`src/rtl/pipe_hazard_ctrl.sv`:
```
// Pipeline hazard/exception controller: stall, bubble, flush and next-PC select for a 5-stage pipe.
// Outputs are combinational (0-cycle) from state, mult/div counter and inputs; no internal buffering.
module pipe_hazard_ctrl (
    input  logic       clk,
    input  logic       rst,
    input  logic       i_wait,
    input  logic       d_wait,
    input  logic       ld_use_D,
    input  logic       md_use_D,
    input  logic       md_start_E,
    input  logic       md_div_E,
    input  logic       exc_M,
    input  logic       eret_M,
    output logic       en_pc,
    output logic       en_fd,
    output logic       en_de,
    output logic       en_em,
    output logic       en_mw,
    output logic       flush_fd,
    output logic       flush_de,
    output logic       flush_em,
    output logic       flush_mw,
    output logic [1:0] pc_sel,
    output logic       md_busy
);

    typedef enum logic {
        ST_RUN = 1'b0,
        ST_EXC = 1'b1
    } state_t;

    localparam logic [1:0] PC_SEQ   = 2'b00;
    localparam logic [1:0] PC_EXC   = 2'b01;
    localparam logic [1:0] PC_EPC   = 2'b10;
    localparam logic [5:0] MULT_CYC = 6'd5;
    localparam logic [5:0] DIV_CYC  = 6'd32;

    state_t     r_state;
    state_t     w_state_nxt;
    logic [1:0] r_exc_sel;
    logic [1:0] w_exc_sel_nxt;
    logic [5:0] r_md_cnt;
    logic [5:0] w_md_cnt_nxt;

    logic       w_busy;
    logic       w_evt;
    logic       w_bubble;
    logic       w_en_pc;
    logic       w_en_fd;
    logic       w_en_de;
    logic       w_en_em;
    logic       w_en_mw;
    logic       w_flush_fd;
    logic       w_flush_de;
    logic       w_flush_em;
    logic       w_flush_mw;
    logic [1:0] w_pc_sel;

    assign w_busy   = (r_md_cnt != 6'd0);
    assign w_evt    = exc_M | eret_M;
    assign w_bubble = i_wait | (md_use_D & (w_busy | md_start_E)) | ld_use_D;

    // r_exc_sel is part of the FSM state: the vector chosen on entry to EXC.
    always_ff @(posedge clk or negedge rst) begin
        if (!rst) begin
            r_state   <= ST_RUN;
            r_exc_sel <= PC_SEQ;
            r_md_cnt  <= 6'd0;
        end else begin
            r_state   <= w_state_nxt;
            r_exc_sel <= w_exc_sel_nxt;
            r_md_cnt  <= w_md_cnt_nxt;
        end
    end

    always_comb begin
        w_state_nxt   = r_state;
        w_exc_sel_nxt = r_exc_sel;
        w_en_pc       = 1'b0;
        w_en_fd       = 1'b0;
        w_en_de       = 1'b0;
        w_en_em       = 1'b0;
        w_en_mw       = 1'b0;
        w_flush_fd    = 1'b0;
        w_flush_de    = 1'b0;
        w_flush_em    = 1'b0;
        w_flush_mw    = 1'b0;
        w_pc_sel      = PC_SEQ;
        case (r_state)
            ST_RUN: begin
                if (w_evt) begin
                    w_en_pc       = 1'b1;
                    w_flush_fd    = 1'b1;
                    w_flush_de    = 1'b1;
                    w_flush_em    = 1'b1;
                    w_flush_mw    = 1'b1;
                    w_pc_sel      = exc_M ? PC_EXC : PC_EPC;
                    w_exc_sel_nxt = exc_M ? PC_EXC : PC_EPC;
                    w_state_nxt   = ST_EXC;
                end else if (d_wait) begin
                    w_en_pc = 1'b0;
                end else if (w_bubble) begin
                    w_en_em    = 1'b1;
                    w_en_mw    = 1'b1;
                    w_flush_de = 1'b1;
                end else begin
                    w_en_pc = 1'b1;
                    w_en_fd = 1'b1;
                    w_en_de = 1'b1;
                    w_en_em = 1'b1;
                    w_en_mw = 1'b1;
                end
            end
            ST_EXC: begin
                // Keep flushing until the vector fetch is accepted by the I-SRAM.
                w_en_pc    = 1'b1;
                w_flush_fd = 1'b1;
                w_flush_de = 1'b1;
                w_flush_em = 1'b1;
                w_flush_mw = 1'b1;
                w_pc_sel   = r_exc_sel;
                if (!i_wait) begin
                    w_state_nxt = ST_RUN;
                end
            end
            default: begin
                w_state_nxt = ST_RUN;
            end
        endcase
    end

    // A start is only taken when E actually advances and the unit is idle.
    always_comb begin
        w_md_cnt_nxt = r_md_cnt;
        if ((r_state == ST_RUN) && w_evt) begin
            w_md_cnt_nxt = 6'd0;
        end else if (md_start_E && w_en_em && !w_busy) begin
            w_md_cnt_nxt = md_div_E ? DIV_CYC : MULT_CYC;
        end else if (w_busy) begin
            w_md_cnt_nxt = r_md_cnt - 6'd1;
        end
    end

    assign en_pc    = rst & w_en_pc;
    assign en_fd    = rst & w_en_fd;
    assign en_de    = rst & w_en_de;
    assign en_em    = rst & w_en_em;
    assign en_mw    = rst & w_en_mw;
    assign flush_fd = rst & w_flush_fd;
    assign flush_de = rst & w_flush_de;
    assign flush_em = rst & w_flush_em;
    assign flush_mw = rst & w_flush_mw;
    assign pc_sel   = rst ? w_pc_sel : PC_SEQ;
    assign md_busy  = rst & w_busy;

endmodule
```
`config.mk`:
```
export PLATFORM = sky130hd
export DESIGN_NAME = pipe_hazard_ctrl
export DESIGN_NICKNAME = d
export VERILOG_FILES = /design/src/rtl/pipe_hazard_ctrl.sv
export SDC_FILE = /design/constraint.sdc
export NUM_CORES = 1
export LEC_CHECK = 0
export BUFFER_PORTS_ARGS = -buffer_cell sky130_fd_sc_hd__buf_2
export CORE_MARGIN = 1
export CORE_UTILIZATION = 47
export CTS_BUF_LIST = sky130_fd_sc_hd__clkbuf_16
export CTS_CLUSTER_SIZE = 14
export DETAILED_ROUTE_END_ITERATION = 8
export GPL_ROUTABILITY_DRIVEN = 0
export PLACE_DENSITY = 0.76
export SYNTH_ARGS = -nofsm -noshare
export SYNTH_HDL_FRONTEND = slang
export SYNTH_SLANG_ARGS = --single-unit
```
`constraint.sdc`:
```
create_clock -name clk -period 1.6 [get_ports clk]
set_input_delay 0.08 -clock clk [delete_from_list [all_inputs] [get_ports clk]]
set_output_delay 0.08 -clock clk [all_outputs]
set_load 0.03 [all_outputs]
```
==> reports/qor.txt <==
Layout area overhead -> 64.8%
Synth Warn # -> 0
met2 WL -> 984 um
CTS tree -> yes
Hold Path Stages -> 3
outcome -> finished with violations
area taken by multi-input logic gates -> 403 um^2
leakage power -> 0.487 nW
fillers -> 58
final worst setup slack -> -225 ps
Syn Nets -> 84
Hold Violations, Final -> 0
most used flip-flop cell after synthesis -> dfrtp_1
Final period util -> 114%
final instance area -> 1020 um^2
met1 wire length -> 679 um
wire per inst -> 14.2 um
worst clock skew -> 3.20 ps
post-synthesis instance total -> 72
DP HPWL -> 1030 um
Final Max Tran Viols -> 0
Setup TNS Final -> -1060 ps
PwrDens -> 1720 nW/um^2
worst reg2reg startpoint -> r_md_cnt[3]
Die Ht -> 38.3 um
diodes inserted -> 0
Longest Clk Path Bufs -> 2
crit path launch type -> flop
Cell Area, Synth -> 619 um^2
VDD IR-drop max -> 1.17 mV
first-pass GRT wire length -> 2280 um
Die ar. -> 1470 um^2
Avg Cell Area, Syn -> 8.60 um^2
clk root buf -> clkbuf_16
RSZ-0062 raised after global routing -> yes
Clock Pin Slew Worst Setup and Hold Paths -> 40 ps
pin count of the biggest net entering global routing -> 13
vias in the first global route -> 546
ys async rst share -> 100%
most instantiated cells after synthesis -> dfrtp_1 (9), inv_1 (6), nor2_1 (6), a21oi_1 (5), nand2_1 (5)
CTS Sinks -> 9
Initial Util -> 52.9%
Skew-Pair Late Insertion Delay -> 240 ps
Worst EP arrival -> 1750 ps
Yosys top cell by area -> dfrtp_1
gr usage total -> 23.9%
max_cap viols -> 0
cts bufs inserted -> 3
core area -> 1170 um^2
layout net count -> 121
top cells by area, synth -> dfrtp_1 (36%), buf_4 (4.8%), a21oi_1 (4.0%)
slew margin rel. -> 73.1%
top sig layer -> met4
CP endpoint kind -> output pin
port bufs -> 21
Min Clock Period, post-route -> 1830 ps
beginning of the critical path -> r_md_cnt[3]
Synth Register Bits -> 9
Worst Tran Pin Value -> 402 ps
initial antenna violation count -> 0
Die X -> 38.3 um
Final ANT Viol Nets -> 0
EDFF count, synth -> 0
Final Setup Violations -> 7
synth unique cells -> 30
H-tree Lvls -> 1
sequential cell area -> 226 um^2
top-count cell post-synth -> dfrtp_1
hold crit path type -> in2reg
share of layout cells above drive strength 1 -> 52.8%
CP Max Fanout -> 2
violated checks -> setup timing
WL final -> 1740 um
GRT Residual Overflow -> 0
I/O pin count -> 22
WP data required -> 1520 ps
DRC -> 0
DRT Pass-1 Iters -> 4
path depth of the worst reg2reg path -> 6
Peak Freq -> 548 MHz
sequential-to-total area share from yosys stat -> 36.4%
DR vias -> 637
Hold Startpoint -> i_wait
Setup CP Type -> reg2out
Initial DRC Count -> 18
met3 WL post-DR -> 57 um
Rows -> 12
post-synth top area share -> 36.4%
Placed Area -> 800 um^2
vias per cell -> 5.22
stage by stage:
step	power, mW	utilization, %	cells	setup WS, ps	hold slack, ps
3_5_place_dp	1.07	68.3	111	-2.35	51.8
5_1_grt	1.84	87.2	122	-285	90.1
2_1_floorplan	0.842	-	72	-181	-216
3_3_place_gp	1.06	68.3	111	23.2	46.5
6_report	1.76	87.2	122	-225	89.3
4_1_cts	1.66	82.2	119	-184	93.0
per-layer routing:
metal  global-route usage, %  up-vias
met1                    23.6      307
met5                       0        -
met2                    47.5       16
met3                    5.23        2
met4                    8.04        0
li1                        -      312
cell usage in the layout (no fill, tap or decap), drive strengths merged, types with 3 or more instances in the layout:
cell type,n
dfrtp,9
or3,4
clkbuf,3
inv,6
nor2,7
buf,36
a21oi,5
nand2,5
nand2b,3
o21ai,3
nor3,4
cell families after synthesis:
| family | share of synthesized area, % |
|---|---|
| AO/OA/AOI/OAI | 18.8 |
| XOR/XNOR | 4.24 |
| adder cells (fa/ha/maj) | 4.04 |
| buffers and inverters | 9.29 |
| flip-flops | 36.4 |
| AND/OR/NAND/NOR | 27.3 |
critical path, cell delays in order (launching register included):
cell and delay (ps):
dfrtp_1 390, or3_4 400, o31ai_4 280, a21oi_2 80, or2_1 220, buf_6 140
power by group:
part           internal (mW)  total, mW  switching [mW]
clock                  0.330      0.444           0.114
sequential             0.313      0.364          0.0516
combinational          0.487      0.949           0.462
total                   1.13       1.76           0.628
area by class of cell:
class | instances | area share, %
sequential | 9 | 22.2
multi-input combinational | 52 | 39.5
clock buffer | 3 | 7.35
tap | 14 | 1.72
clock inverter | 1 | 0.490
timing repair buffer | 37 | 26.6
inverter | 6 | 2.21
registers in the layout, summed over array words and instances (netlist names):
name,count
r_exc_sel,2
r_md_cnt,6
r_state,1
timing repair:
item	in CTS	in global routing
hold buffers	1	0
buffers inserted	3	3
pin swaps	3	3
endpoints found under the hold margin	9	0
endpoints found under the setup margin	7	11
gates resized for setup	15	9
path summary, 6_finish.rpt:
path                                     end  slack (ps)
worst min register to register  r_exc_sel[1]         500
worst min-delay path                 r_state          90
max in group asynchronous            r_state        1100
worst max register to register   r_md_cnt[0]         -30
worst max-delay path                flush_de        -230
min in group asynchronous        r_md_cnt[0]         340
Note: power is estimated with default switching activity, not from simulation.
